`src/rtl/load_store_unit.sv`:
```
// Memory-stage load/store unit: word bus with byte enables, ack timeout, load extension.
// Optional misaligned-access trap enabled by defining LSU_MISALIGN_TRAP_EN.
module load_store_unit #(
    parameter int unsigned ACK_TIMEOUT = 255
) (
    input  logic        clk,
    input  logic        rst,
    input  logic        req_valid,
    input  logic        req_we,
    input  logic [2:0]  req_funct3,
    input  logic [31:0] req_addr,
    input  logic [31:0] req_wdata,
    output logic        lsu_stall,
    output logic        rsp_valid,
    output logic [31:0] rsp_rdata,
    output logic        rsp_err,
    output logic        mem_req,
    output logic        mem_we,
    output logic [31:0] mem_addr,
    output logic [3:0]  mem_be,
    output logic [31:0] mem_wdata,
    input  logic [31:0] mem_rdata,
    input  logic        mem_ack
);
    typedef enum logic [1:0] {StIdle, StBus, StResp} state_e;

    localparam logic [7:0] TimeoutCnt = ACK_TIMEOUT[7:0];

    state_e      state_q, state_d;
    logic [7:0]  cnt_q, cnt_d;
    logic        we_q, we_d;
    logic [2:0]  funct3_q, funct3_d;
    logic [31:0] addr_q, addr_d;
    logic [3:0]  be_q, be_d;
    logic [31:0] wdata_q, wdata_d;
    logic [31:0] rdata_q, rdata_d;
    logic        err_q, err_d;

    logic        legal, misaligned;
    logic [3:0]  req_be;
    logic [31:0] req_wdata_rep, load_ext;
    logic [7:0]  lane_b;
    logic [15:0] lane_h;

    always_comb begin
        if (req_we) begin
            legal = (req_funct3 == 3'd0) || (req_funct3 == 3'd1) || (req_funct3 == 3'd2);
        end else begin
            legal = (req_funct3 != 3'd3) && (req_funct3 != 3'd6) && (req_funct3 != 3'd7);
        end
`ifdef LSU_MISALIGN_TRAP_EN
        misaligned = ((req_funct3[1:0] == 2'd1) && req_addr[0]) ||
                     ((req_funct3[1:0] == 2'd2) && (req_addr[1:0] != 2'b00));
`else
        misaligned = 1'b0;
`endif
        // funct3[1:0] encodes width for both signed and unsigned variants
        case (req_funct3[1:0])
            2'd0: begin
                req_be        = 4'b0001 << req_addr[1:0];
                req_wdata_rep = {4{req_wdata[7:0]}};
            end
            2'd1: begin
                req_be        = req_addr[1] ? 4'b1100 : 4'b0011;
                req_wdata_rep = {2{req_wdata[15:0]}};
            end
            default: begin
                req_be        = 4'b1111;
                req_wdata_rep = req_wdata;
            end
        endcase
    end

    always_comb begin
        lane_b = mem_rdata[{addr_q[1:0], 3'b000} +: 8];
        lane_h = mem_rdata[{addr_q[1], 4'b0000} +: 16];
        case (funct3_q)
            3'd0:    load_ext = {{24{lane_b[7]}}, lane_b};
            3'd4:    load_ext = {24'b0, lane_b};
            3'd1:    load_ext = {{16{lane_h[15]}}, lane_h};
            3'd5:    load_ext = {16'b0, lane_h};
            default: load_ext = mem_rdata;
        endcase
    end

    always_comb begin
        state_d  = state_q;
        cnt_d    = cnt_q;
        we_d     = we_q;
        funct3_d = funct3_q;
        addr_d   = addr_q;
        be_d     = be_q;
        wdata_d  = wdata_q;
        rdata_d  = rdata_q;
        err_d    = err_q;
        case (state_q)
            StIdle: begin
                if (req_valid) begin
                    we_d     = req_we;
                    funct3_d = req_funct3;
                    addr_d   = req_addr;
                    be_d     = req_be;
                    wdata_d  = req_wdata_rep;
                    cnt_d    = 8'd0;
                    if (!legal || misaligned) begin
                        state_d = StResp;
                        rdata_d = 32'd0;
                        err_d   = 1'b1;
                    end else begin
                        state_d = StBus;
                    end
                end
            end
            StBus: begin
                // Ack takes priority over a timeout expiring in the same cycle
                if (mem_ack) begin
                    state_d = StResp;
                    rdata_d = we_q ? 32'd0 : load_ext;
                    err_d   = 1'b0;
                end else if ((TimeoutCnt != 8'd0) && (cnt_q == TimeoutCnt - 8'd1)) begin
                    state_d = StResp;
                    rdata_d = 32'd0;
                    err_d   = 1'b1;
                end else if (TimeoutCnt != 8'd0) begin
                    cnt_d = cnt_q + 8'd1;
                end
            end
            StResp:  state_d = StIdle;
            default: state_d = StIdle;
        endcase
    end

    always_ff @(posedge clk or posedge rst) begin
        if (rst) begin
            state_q  <= StIdle;
            cnt_q    <= 8'd0;
            we_q     <= 1'b0;
            funct3_q <= 3'd0;
            addr_q   <= 32'd0;
            be_q     <= 4'd0;
            wdata_q  <= 32'd0;
            rdata_q  <= 32'd0;
            err_q    <= 1'b0;
        end else begin
            state_q  <= state_d;
            cnt_q    <= cnt_d;
            we_q     <= we_d;
            funct3_q <= funct3_d;
            addr_q   <= addr_d;
            be_q     <= be_d;
            wdata_q  <= wdata_d;
            rdata_q  <= rdata_d;
            err_q    <= err_d;
        end
    end

    assign lsu_stall = ((state_q == StIdle) && req_valid) || (state_q == StBus);
    assign rsp_valid = (state_q == StResp);
    assign rsp_rdata = rdata_q;
    assign rsp_err   = err_q;
    assign mem_req   = (state_q == StBus);
    assign mem_we    = mem_req && we_q;
    assign mem_addr  = {addr_q[31:2], 2'b00};
    assign mem_be    = be_q;
    assign mem_wdata = wdata_q;

endmodule

```
`config.mk`:
```
export PLATFORM = sky130hd
export DESIGN_NAME = load_store_unit
export DESIGN_NICKNAME = d
export VERILOG_FILES = /design/src/rtl/load_store_unit.sv
export SDC_FILE = /design/constraint.sdc
export NUM_CORES = 1
export LEC_CHECK = 0
export ABC_AREA = 1
export CORE_MARGIN = 2
export CORE_UTILIZATION = 46
export DETAILED_ROUTE_END_ITERATION = 12
export PLACE_DENSITY = 0.81
export SETUP_SLACK_MARGIN = 0.3
export SYNTH_ARGS = -nofsm -noshare
export SYNTH_HDL_FRONTEND = slang
export SYNTH_SLANG_ARGS = --single-unit
export TNS_END_PERCENT = 30
```
`constraint.sdc`:
```
create_clock -name clk -period 4.7 [get_ports clk]
set_input_delay 0.47 -clock clk [delete_from_list [all_inputs] [get_ports clk]]
set_output_delay 0.47 -clock clk [all_outputs]
set_load 0.02 [all_outputs]
```
# Yosys cells after proc, flatten, opt, wreduce, memory -nomap -nowiden
# Index checks and enable logic that the tools add are counted.
[op_classes] addsub=1 eq_ne=17 n_shift=3 n_mux=25 n_reduce_logical=16
[ops] operator="2-to-1 mux 32 bit" n=5
[ops] operator="case mux 32 bit (2 select lines)" n=2
[ops] operator="case mux 32 bit (4 select lines)" n=1
[ops] operator="variable part select 32 x 6 -> 16 bit" n=1
[ops] operator="variable part select 32 x 6 -> 8 bit" n=1
[ops] operator="2-to-1 mux 8 bit" n=3
[ops] operator="case mux 8 bit (2 select lines)" n=1
[ops] operator="adder 8 x 1 -> 8 bit, second input constant" n=1
[ops] operator="== test 8 bit, second input constant" n=1
[ops] operator="2-to-1 mux 2 bit" n=4
[ops] operator="!= test 2 bit, second input constant" n=4
[ops] operator="case mux 4 bit (2 select lines)" n=1
[ops] operator="AND reduction 4 bit" n=2
[ops] operator="== test 3 x 1 -> 1 bit, second input constant" n=2
[ops] operator="== test 3 bit, second input constant" n=2
[ops] operator="logical NOT 3 bit" n=2
[ops] operator="!= test 3 bit, second input constant" n=2
[ops] operator="2-to-1 mux 1 bit" n=5
[ops] operator="== test 2 x 1 -> 1 bit, second input constant" n=2
[ops] operator="logical AND 1 bit" n=4
[ops] operator="logical NOT 2 bit" n=2
[ops] operator="2-to-1 mux 4 bit" n=1
[ops] operator="case mux 2 bit (2 select lines)" n=1
[ops] operator="AND reduction 2 bit" n=2
[ops] operator="8 further kinds" n=10
[word_totals] reg_bits=115 input_bits=104 out_inout_bits=105

# Longest topological paths before layout
[logic_depth] depth_word=7 depth_mapped=10 mapped_depth_nobuf=9

# Least setup slack after synthesis
# No wires, ideal clock.
[synth_path] path_kind="reg-to-reg" start="register state_q[0]" end="register rdata_q[1], in the netlist rsp_rdata[1]" setup_time_ns=0.117 t_arrival_ns=1.318 required_time_ns=4.583 slack_ns=3.264 path_stages_with_launch=8 cell_sequence="dfrtp_1 -> nor2_2 -> nand2_2 -> nand2_1 -> nand3_4 -> buf_6 -> nand2_2 -> nand2_1"
[synth_between] elab_chain_len=3 word_cells_on_any_way=8 classes_between="eq/ne (4); mux (1); reduce/logical (3)"
[synth_lines] element="from (decl)" line_no="29" text="state_e state_q, state_d;"
[synth_lines] element="from (signal assigned)" line_no="135" text="state_q <= StIdle;"
[synth_lines] element="from (signal assigned)" line_no="145" text="state_q <= state_d;"
[synth_lines] element="== test 2 x 1 -> 1 bit or logical NOT 2 bit (tied branches)" line_no="96" text="case (state_q)"
[synth_lines] element="!= test 3 x 1 -> 1 bit (no line), or another cell as far along"
[synth_lines] element="AND reduction 4 bit (no line)"
[synth_lines] element="to (signal assigned)" line_no="152" text="rdata_q <= rdata_d;"
[synth_lines] element="to (decl)" line_no="36" text="logic [31:0] rdata_q, rdata_d;"
# Parallel ways exist; a longest one is shown, timed or not.
# A chain may end at the register's enable or synchronous reset.

# Worst setup path in the final report
[layout_path] start="register state_q[0]" end="output lsu_stall"
[layout_between] elab_chain_len=3 word_cells_on_any_way=4 classes_between="eq/ne (1); reduce/logical (3)"
[layout_lines] element="logical NOT 2 bit" line_no="157" text="assign lsu_stall = ((state_q == StIdle) && req_valid) || (state_q == StBus);"
[layout_lines] element="logical AND 1 bit" line_no="157"
[layout_lines] element="logical OR 1 bit (*)" line_no="157"
[layout_lines] element="to (decl)" line_no="13" text="output logic lsu_stall,"
# Every way passes the cells marked *; elsewhere a longest branch is shown, timed or not.

==> summary.md <==
| Metric | Value |
|---|---|
| DRC | 0 |
| Die Span X | around 120 µm |
| Filler cells | around 1100 |
| Yosys top cell area share | a little under 50% |
| HP Class | flop to flop |
| Ranking of synthesized cells by area | dfrtp_1 (48%), nand2_1 (22%), a21oi_1 (4.4%) |
| Worst-path clk slew | approximately 60 ps |
| Synthesized area | approximately 6000 µm² |
| Area occupied by multi-input gates | 2470 µm² |
| CTS buffer count | 17 |
| Met1 Use GR | a little under a third |
| Area leader, netlist | dfrtp_1 |
| Kind of critical path | flop to output pin |
| Crit path largest cell delay | roughly 630 ps |
| VDD IR-drop max | roughly 360 µV |
| First-pass iteration count of the detailed router | 5 |
| Status | completed |
| Cell count after synthesis | roughly 790 |
| Met3 Track Usage GR | around a tenth |
| Rows | 41 |
| Detailed Place HPWL | between 10 and 15 mm |
| Fraction of layout cells with a size suffix above 1 | ~7.4% |
| Synth Warn # | 0 |
| RSZ-0062 raised after global routing | no |
| Unique masters post-synth | 30 |
| Hold Violations, Final | 0 |
| Clock Tree Buf Depth | 2 |
| Leakage | 0.00416 µW |
| Async SR Flop Fraction | 100% |
| Power Density | 713 nW/µm² |
| CTS Hold Bufs | 0 |
| Number of flops mapped to enable cells by yosys | 0 |
| Synth-to-layout area growth | 43.2% |
| Sequential area share after synthesis | approximately half |
| Grt ovf | 0 |
| First DRT Iteration DRCs | between 400 and 500 |
| Clock latency on the worst-skew pair | ~410 ps |
| Initial antenna violation count | 0 |
| Final RePlAce weighted congestion | about 0.88 |
| Syn avg cell area | 7.54 µm² |
| Crit share post-route | between 50% and 60% |
| Crit-path max FO | 4 |
| Worst EP required | 4230 ps |
| Worst-margin pin slew | 1020 ps |
| WL final | 17.2 mm |
| Placed insts | ~1100 |
| Sequential Area | roughly 2900 µm² |
| Finished Layout Cells | approximately 1100 |
| NumNets Final | between 1000 and 1500 |
| CP max stage cell | clkdlybuf4s50_1 |
| Tot GR Track Use | between 20% and 30% |
| WP data arrival | ~1900 ps |
| Clock tree root buffer cell | clkbuf_16 |
| CP endpoint kind | output pin |
| Global-route wire length before repair | ~28 mm |
| Max-slew violations | 0 |
| Layer with the highest usage | met2 |
| Initial core utilization | between 40% and 50% |
| Vias in the first global route | about 5700 |
| Final setup fails | 0 |
| Largest net degree at the start of global routing | just over 70 |
| GR Util met2 | 41.6% |
| #FFs+latches synth | 115 |
| Top-Level Pins | between 200 and 250 |
| Tmin final | roughly 2400 ps |
| CP Launch Type | flop |
| Fin Setup TNS | 0 ps |
| Chip height | 118 µm |
| TritonCTS clock tree | built |
| Htree depth | 4 |
| Slew headroom | around a third |
| Max Fclk | roughly 0.42 GHz |
| Skew final | just under 6 ps |
| Total setup buffers inserted after CTS | 0 |
| Vias per cell | ~5 |
| N_diodes | 0 |
| DR vias | 5708 |
| Crit-path cells | nor2_2, nand2_2, nand2_1, clkdlybuf4s50_1 |
| Core box area | 12700 µm² |
| Total of max-cap violations | 0 |
| Most common cell in the netlist | nand2_1 |
| Commonest cells post-synth | nand2_1 (347), dfrtp_1 (115), a21oi_1 (53) |
| ANT nets after route | 0 |
| Drt wl/cell | about 15 µm |
| Post-CTS Resized | 0 |
| Top FF cell, synth | dfrtp_1 |
| IO Port Bufs | between 200 and 250 |
| Clk sink count | 115 |
| DIE AREA | approximately 14000 µm² |
worst paths after layout:
kind | from | end | slack [ps] | depth (start not counted)
max in group asynchronous | rst | rsp_rdata[26]$_DFFE_PP0P_ | 3240 | 3
max reg2reg | funct3_q[1]$_DFFE_PP0P_ | rsp_rdata[18]$_DFFE_PP0P_ | 2410 | 6
max | state_q[0]$_DFFE_PP0P_ | lsu_stall | 2330 | 4
min in group asynchronous | rst | addr_q[5]$_DFFE_PP0P_ | 500 | 2
min | rsp_rdata[21]$_DFFE_PP0P_ | rsp_rdata[21]$_DFFE_PP0P_ | 470 | 2
min reg2reg | rsp_rdata[21]$_DFFE_PP0P_ | rsp_rdata[21]$_DFFE_PP0P_ | 470 | 2
per-layer routing:
| metal | routed length (µm) | vias to the layer above |
|---|---|---|
| li1 | - | 2794 |
| met4 | 445 | 0 |
| met5 | 0 | - |
| met2 | 8070 | 253 |
| met1 | 6940 | 2626 |
| met3 | 1700 | 35 |
kinds of logic after synthesis:
| logic type | after synthesis | synth area share (%) |
|---|---|---|
| AOI/OAI and AO/OA | 99 | 8.92 |
| xor gates and xnor gates | 1 | 0.147 |
| other | 1 | 0.0627 |
| adders and majority gates | 2 | 0.419 |
| DFF | 115 | 48.1 |
| buffers and inverters | 118 | 10.6 |
| and+or+nand+nor | 457 | 31.7 |
state kept, by name, indices dropped and copies added (netlist names):
register and cells:
we_q 1, mem_wdata 32, rsp_rdata 32, addr_q 32, funct3_q 3, state_q 2
cnt_q 8, mem_be 4, rsp_err 1
power breakdown:
part           switching (µW)  internal [µW]  leakage [µW]  total, µW
registers                 362           1440       0.00145       1800
clock network             478           1080      0.000331       1550
logic                    1580           1170       0.00238       2750
critical path: cells and delay by family, from the launching register on:
kind | cells | cell delay (ps)
simple gates | 3 | 420
buf+inv | 1 | 630
flops | 1 | 430
area by class of cell:
class	instances	share of cell area, %
sequential	115	33.6
multi-input combinational	561	28.9
timing repair buffer	211	24.5
clock buffer	19	5.29
clock inverter	13	2.97
tap	172	2.51
inverter	50	2.22
through the flow:
step / setup slack (ps) / hold slack (ps) / utilization, % / cell area, µm² / total power (µW)
finish: 2330 / 474 / 67.6 / 8560 / 6100
detailed placement: 2220 / 464 / 62.0 / 7850 / 4560
CTS: 2310 / 480 / 67.6 / 8560 / 6140
global route: 2220 / 499 / 67.6 / 8560 / 6490
floorplan: 1190 / 450 / - / 5980 / 3540
global placement: 2280 / 462 / 62.0 / 7850 / 4530
cells in the final DEF, fill, tap and decap left out, types with 2 or more instances in the layout:
cell and instances:
nand2_1 347, inv_2 7, nor2_2 2, nand2_4 2, o21ai_1 8, nor2_4 3
dfrtp_1 115, nand4_1 6, ha_1 2, conb_1 2, bufinv_16 7, clkinvlp_4 4
nand2_2 14, nand3_4 2, o21bai_1 2, or2_2 3, nor3_1 2, nand3_1 36
a31oi_1 2, a21oi_1 53, inv_1 41, nor2_1 39, a41oi_1 8, o21ai_0 26
clkbuf_16 17, buf_4 5, clkbuf_8 2, clkdlybuf4s50_1 206
(Power assumes the default switching activity.)
